`src/rtl/ksa_stream_accumulator.sv`:
```
// Packet accumulator: sums a valid/ready word stream through a Kogge-Stone adder and
// presents the per-packet total, sticky carry flag and saturating beat count.
//
// state | meaning
// IDLE  | no beat of the current packet accepted yet, acc/ovf/cnt are zero
// ACCUM | mid-packet, accepting beats until one arrives with in_last_i
// DONE  | packet result on the output, input stalled until the output handshake

module kogge_stone_adder #(
    parameter int WIDTH = 8
) (
    input  logic [WIDTH-1:0] a_i,
    input  logic [WIDTH-1:0] b_i,
    output logic [WIDTH-1:0] result_o,
    output logic             overflow_o
);
    logic [WIDTH-1:0] gen;
    logic [WIDTH-1:0] prop;
    logic [WIDTH-1:0] gen_nxt;
    logic [WIDTH-1:0] prop_nxt;

    // Prefix tree: each level combines group (g, p) pairs at span d.
    always_comb begin
        gen      = a_i & b_i;
        prop     = a_i ^ b_i;
        gen_nxt  = gen;
        prop_nxt = prop;
        for (int d = 1; d < WIDTH; d = d * 2) begin
            gen_nxt  = gen;
            prop_nxt = prop;
            for (int i = d; i < WIDTH; i++) begin
                gen_nxt[i]  = gen[i] | (prop[i] & gen[i-d]);
                prop_nxt[i] = prop[i] & prop[i-d];
            end
            gen  = gen_nxt;
            prop = prop_nxt;
        end
        result_o   = (a_i ^ b_i) ^ {gen[WIDTH-2:0], 1'b0};
        overflow_o = gen[WIDTH-1];
    end
endmodule

module ksa_stream_accumulator #(
    parameter int PRECISION = 8,
    parameter int CNT_WIDTH = 8
) (
    input  logic                 clk_i,
    input  logic                 rst_ni,
    input  logic                 in_valid_i,
    output logic                 in_ready_o,
    input  logic [PRECISION-1:0] in_data_i,
    input  logic                 in_last_i,
    output logic                 out_valid_o,
    input  logic                 out_ready_i,
    output logic [PRECISION-1:0] out_sum_o,
    output logic                 out_overflow_o,
    output logic [CNT_WIDTH-1:0] out_count_o
);
    typedef enum logic [1:0] {
        IDLE  = 2'd0,
        ACCUM = 2'd1,
        DONE  = 2'd2
    } state_t;

    state_t                 state;
    state_t                 state_next;
    logic [PRECISION-1:0]   acc;
    logic [PRECISION-1:0]   acc_next;
    logic                   ovf;
    logic                   ovf_next;
    logic [CNT_WIDTH-1:0]   cnt;
    logic [CNT_WIDTH-1:0]   cnt_next;
    logic [PRECISION-1:0]   add_sum;
    logic                   add_carry;
    logic                   accept;

    kogge_stone_adder #(.WIDTH(PRECISION)) u_adder (
        .a_i       (acc),
        .b_i       (in_data_i),
        .result_o  (add_sum),
        .overflow_o(add_carry)
    );

    // Handshake flags decode the state register only, so neither side sees a comb path.
    assign in_ready_o     = (state != DONE);
    assign out_valid_o    = (state == DONE);
    assign accept         = in_valid_i & in_ready_o;
    assign out_sum_o      = acc;
    assign out_overflow_o = ovf;
    assign out_count_o    = cnt;

    always_ff @(posedge clk_i or negedge rst_ni) begin
        if (!rst_ni) begin
            state <= IDLE;
            acc   <= '0;
            ovf   <= 1'b0;
            cnt   <= '0;
        end else begin
            state <= state_next;
            acc   <= acc_next;
            ovf   <= ovf_next;
            cnt   <= cnt_next;
        end
    end

    always_comb begin
        state_next = state;
        acc_next   = acc;
        ovf_next   = ovf;
        cnt_next   = cnt;
        case (state)
            IDLE, ACCUM: begin
                if (accept) begin
                    acc_next   = add_sum;
                    ovf_next   = ovf | add_carry;
                    cnt_next   = (cnt == {CNT_WIDTH{1'b1}}) ? cnt : cnt + CNT_WIDTH'(1);
                    state_next = in_last_i ? DONE : ACCUM;
                end
            end
            DONE: begin
                if (out_ready_i) begin
                    state_next = IDLE;
                    acc_next   = '0;
                    ovf_next   = 1'b0;
                    cnt_next   = '0;
                end
            end
            default: begin
                state_next = IDLE;
                acc_next   = '0;
                ovf_next   = 1'b0;
                cnt_next   = '0;
            end
        endcase
    end
endmodule

```
`config.mk`:
```
export PLATFORM = sky130hd
export DESIGN_NAME = ksa_stream_accumulator
export DESIGN_NICKNAME = d
export VERILOG_FILES = /design/src/rtl/ksa_stream_accumulator.sv
export SDC_FILE = /design/constraint.sdc
export NUM_CORES = 1
export LEC_CHECK = 0
export ABC_AREA = 1
export CORE_MARGIN = 1.5
export CORE_UTILIZATION = 25
export CTS_CLUSTER_SIZE = 8
export DETAILED_ROUTE_END_ITERATION = 8
export PLACE_DENSITY = 0.58
export SLEW_MARGIN = 10
export SYNTH_ARGS = -nofsm -noshare
export SYNTH_HDL_FRONTEND = slang
export SYNTH_SLANG_ARGS = --single-unit
```
`constraint.sdc`:
```
create_clock -name clk_i -period 1.45 [get_ports clk_i]
set_input_delay 0.29 -clock clk_i [delete_from_list [all_inputs] [get_ports clk_i]]
set_output_delay 0.29 -clock clk_i [all_outputs]
set_load 0.02 [all_outputs]
```
* Yosys cells after proc, flatten, opt, wreduce, memory -nomap -nowiden *
Index checks and enable logic that the tools add are counted.

storage, ports and cells
  word-level logic and storage cells = 78
  input bits = 13
  output and inout port bits = 19
  register bits = 19

operators by class
  equal/unequal tests = 7
  muxes and demuxes = 13
  add/sub/neg operators = 1
  reduce and logical (&&, ||, !) cells = 4
  bitwise logic cells = 49

operator list
  operator                                                          count
  8-bit 2-to-1 mux                                                  4
  8-bit case mux with 2 select lines                                2
  1-bit AND                                                         28
  1-bit bitwise OR                                                  18
  8-bit XOR                                                         2
  8-bit by 1-bit adder with 8-bit output (second input constant)    1
  8-bit AND                                                         1
  8-bit == test (second input constant)                             1
  2-bit 2-to-1 mux                                                  3
  2-bit != test (second input constant)                             3
  2-bit case mux with 2 select lines                                1
  3-bit AND reduction                                               1
  2-bit by 1-bit == test with 1-bit output (second input constant)  1
  2-bit == test (second input constant)                             1
  2-bit zero test                                                   1
  1-bit 2-to-1 mux                                                  2
  2-bit by 1-bit != test with 1-bit output (second input constant)  1
  1-bit case mux with 2 select lines                                1
  2-bit AND reduction                                               1
  2-bit OR reduction                                                1

* Longest topological paths before layout *
  depth in word-level cells = 10
  depth in mapped cells = 9
  gate-level depth less buffers = 9

* Modules after synthesis *
From an unflattened synthesis, not the netlist that was laid out.

unflattened totals
  cell total of the unflattened synthesis = 186
  area total of the unflattened synthesis = 1346.3 um^2

modules (own cells, without submodules)
  module                  cells each  times used  sequential area each (um^2)  area an instance (um^2)
  ksa_stream_accumulator  119         1           475.5                        944.7
  kogge_stone_adder       67          1           0.0                          401.6

* Worst setup path after synthesis *
No wires, ideal clock.

  path type = flip-flop to flip-flop
  start point = reg acc[0] (netlist: out_sum_o[0])
  end point = reg acc[4] (netlist: out_sum_o[4])
  clock period less this slack = 1.568 ns
  required time = 1.331 ns
  buffers on the path = 0
  library setup time = 0.119 ns
  setup slack = -0.118 ns
  arrival time = 1.449 ns
  cell stages (with the launch flop) = 7
  cells stage by stage = dfrtp_1 ha_1 fa_1 nand2_1 nand2_1 xnor2_1 o21ai_2

between the ends
  cells in the longest elaborated chain, start to end = 8

ends and longest elaborated chain
  element                             RTL line  text
  start, declared                     67        logic [PRECISION-1:0] acc;
  start signal, assigned              100       acc <= acc_next;
  8-bit AND                           24        gen = a_i & b_i;
  1-bit AND                           32        gen_nxt[i] = gen[i] | (prop[i] & gen[i-d]);
  1-bit bitwise OR                    32
  1-bit AND                           32
  1-bit bitwise OR                    32
  8-bit XOR                           38        result_o = (a_i ^ b_i) ^ {gen[WIDTH-2:0], 1'b0};
  8-bit 2-to-1 mux                    113       if (accept) begin
  8-bit case mux with 2 select lines  111       case (state)

Every way passes these cells. The select of a mux whose other input is x is not followed.
A chain may end at the register's enable or synchronous reset.

* Worst setup path in the final report *
  start point = reg acc[0] (netlist: out_sum_o[0])
  end point = reg ovf (netlist: out_overflow_o)

between the ends
  cells in the longest elaborated chain, start to end = 10

ends and longest elaborated chain
  element                             RTL line  text
  8-bit AND                           24
  1-bit AND                           32
  1-bit bitwise OR                    32
  1-bit AND                           32
  1-bit bitwise OR                    32
  1-bit AND                           32
  1-bit bitwise OR                    32
  1-bit bitwise OR                    115       ovf_next = ovf | add_carry;
  1-bit 2-to-1 mux                    113
  1-bit case mux with 2 select lines  111
  end signal, assigned                101       ovf <= ovf_next;
  end, declared                       69        logic ovf;

Every way passes these cells. The select of a mux whose other input is x is not followed.

==> results.md <==
* Cells taking the most area after synthesis: dfrtp_1, nand2_1, ha_1, inv_1, nand3_1
* First-pass GRT wire length at 5630 um
* CTS tree: yes
* Main combinational cell family by area after synthesis: simple AND/OR/NAND/NOR gates
* Placed Instance Area at 1883 um2
* Finished Layout Cells at 306
* Leakage at 1.094 nW
* Remaining global-route overflow at 0
* Routed wire per std cell at 11.24 um
* Ys async rst share at 1.000
* Clock sink total at 19
* Mapped Nets at 206
* Count leader, synth: nand2_1
* YS warnings at 0
* RSZ-0062 raised after global routing: yes
* Final nets at 260
* Sequential fraction of the synthesis area at 0.3427
* CTS Buffer Depth at 2
* Number of diodes at 0
* Synthesized area at 1388 um2
* Number of synthesized flops with an enable pin at 0
* Slew Limit Fails at 0
* Post-route minimum period at 1.435 ns
* Final worst-path cycle share at 0.9895
* Final HPWL DP at 2458 um
* CP Launch Type: flip-flop
* Final setup vio count at 0
* Yosys cell types at 29
* M2 GR Usage at 0.1781
* Critical setup path kind: reg2reg
* Pin count of the biggest net entering global routing at 20
* Critical path arrival at 1.59 ns
* Vias per cell at 4.219
* CP required at 1.60 ns
* ANT nets after route at 0
* Place WS at -0.3554 ns
* Yosys reg bits at 19
* Post-synthesis compound-gate area fraction at 0.08656
* Design Power at 3.719 mW
* Relative slew margins at 0.8190
* Final Hold Viols at 0
* Yosys top cell by area: dfrtp_1
* Post-synth top area share at 0.3427
* Port-buffer cells at 31
* PD cells at 1792 nW/um2
* GRT Overall Usage at 0.1159
* Initial Util at 0.2649
* Slew at the pin closest to its max-slew limit at 0.2715 ns
* Cts bufs inserted at 3
* Core region area at 5238 um2
* Die H at 77.50 um
* Worst Skew at 0.001200 ns
* Syn Inst Count at 183
* Crit end category: flip-flop
* Adder-cell share of the synthesized area at 0.09558
* Clk slew on worst S/H paths at 0.08 ns
* Util after Layout at 0.3963
* Simple-gate share of the synthesized area at 0.3390
* Met3 GRT Util at 0.02235
* Vias in the first global route at 1,185
* Cell count after placement at 297
* R2R Path Start: out_sum_o[0]
* # Max-Cap Violations at 0
* WL final at 3439 um
* 1st-iter DRT viols at 71
* Top Ports at 32
* Avg Cell Area, Syn at 7.582 um2
* Clk root buf: clkbuf_8
* Area Growth Syn to Fin at 49.59%
* Commonest cells in the synthesized netlist: nand2_1, inv_1, dfrtp_1
* First-pass DRT Iterations at 4
* CTS H-Tree Depth at 1
* Outcome: finished clean
* HP Class: in2async
* Die X at 77.50 um
* Fmax at 697.0 MHz
* Rows at 26
* Clock Latency Late Sink at 0.26 ns
* Die area at 6006 um2
* Synth Area in XOR/XNOR at 0.01894
* VDD IR max at 0.0005643 V
* Met1 Use GR at 0.1641
* Critical Path Source: out_sum_o[0]
* DR vias at 1,291
* Multiplexer share of the synthesized area at 0
* Finished Cell Area at 2076 um2
* Final setup margin at 0.01524 ns
* Share of layout cells above drive strength 1 at 0.2669
* Drt drc at 0
* Most used routing layer: met2
* CP Max Fanout at 3
* Ys flop type: dfrtp_1
* Initial antenna violation count at 0
* RePlAce Congestion at 0.7951
==> critical path, stage by stage (launching register included) <==
cell,delay [ns]
dfrtp_2,0.42
ha_4,0.17
fa_2,0.37
nand2_2,0.09
nand2_2,0.06
nand2_1,0.06
nand2_1,0.04
nand2_1,0.06
a21oi_1,0.05
==> path summary, 6_finish.rpt <==
| path | end | slack (ns) | cells after the start |
|---|---|---|---|
| worst max-delay path | out_overflow_o | 0.02 | 8 |
| worst min-delay path | out_sum_o[5] | 0.36 | 2 |
| worst max register to register | out_overflow_o | 0.02 | 8 |
| worst min register to register | out_sum_o[7] | 0.54 | 2 |
| max in group asynchronous | state[0] | 0.85 | 2 |
| min in group clk_i | out_sum_o[5] | 0.52 | 5 |
==> state kept, by name, summed over array words and instances (netlist names) <==
name            flops
out_count_o         8
out_overflow_o      1
out_sum_o           8
state               2
==> kinds of logic (layout without fill, tap and decap cells) <==
kind of cell | after synthesis | after routing
simple gates | 99 | 100
buf+inv | 34 | 86
flops | 19 | 19
compound gates | 18 | 18
fa+ha+maj | 10 | 10
xor+xnor | 3 | 3
==> metrics by stage <==
| stage | hold slack [ns] | setup TNS (ns) |
|---|---|---|
| final | 0.3602 | 0 |
| after global routing | 0.4181 | -0.2558 |
| after CTS | 0.3746 | 0 |
| after detailed placement | 0.5039 | -3.048 |
| after global placement | 0.5023 | -2.762 |
| after floorplan | -0.005591 | -0.01268 |
==> power by group <==
group / switching [mW] / total, mW / internal [mW]
combinational: 1.27 / 2.35 / 1.08
sequential: 0.247 / 0.981 / 0.733
clock: 0.202 / 0.394 / 0.192
==> layout make-up <==
cell class / count / area, um2
inverters: 31 / 123.9
repair buffers: 51 / 444.2
fillers: 545 / 3162
clock buffers: 3 / 41.29
well taps: 70 / 87.58
clock inverters: 1 / 5.005
multi-input cells: 131 / 895.9
flip-flops and latches: 19 / 478.0
==> cells in the final DEF, fill, tap and decap left out, types with 2 or more instances in the layout <==
cell type / n
nand2_2: 4
clkbuf_8: 3
dfrtp_2: 2
o21ai_0: 5
dfrtp_1: 17
nand2_1: 58
clkdlybuf4s15_1: 2
buf_4: 19
ha_1: 2
dlygate4sd2_1: 16
o21ai_2: 3
nand3_2: 2
a21oi_1: 3
ha_4: 6
nand2_4: 2
nor2_4: 2
xnor2_1: 2
dlymetal6s2s_1: 4
nor2_1: 5
clkdlybuf4s50_1: 7
inv_1: 28
nand3_1: 14
nand3b_1: 4
nand4_1: 3
nand3_4: 2
clkbuf_2: 2
a21oi_2: 2
==> metal layers <==
metal	up-vias	wire, um
met5	-	0
met4	0	39
met3	4	135
met2	32	1493
met1	569	1770
li1	686	-
==> timing repair <==
item,4_1_cts,5_1_grt
endpoints found under the setup margin,29,18
setup buffers,1,3
gates cloned,0,1
hold buffers,0,0
resized for setup,26,26
pin swaps,2,8
Power figures use the tool's default switching activity.
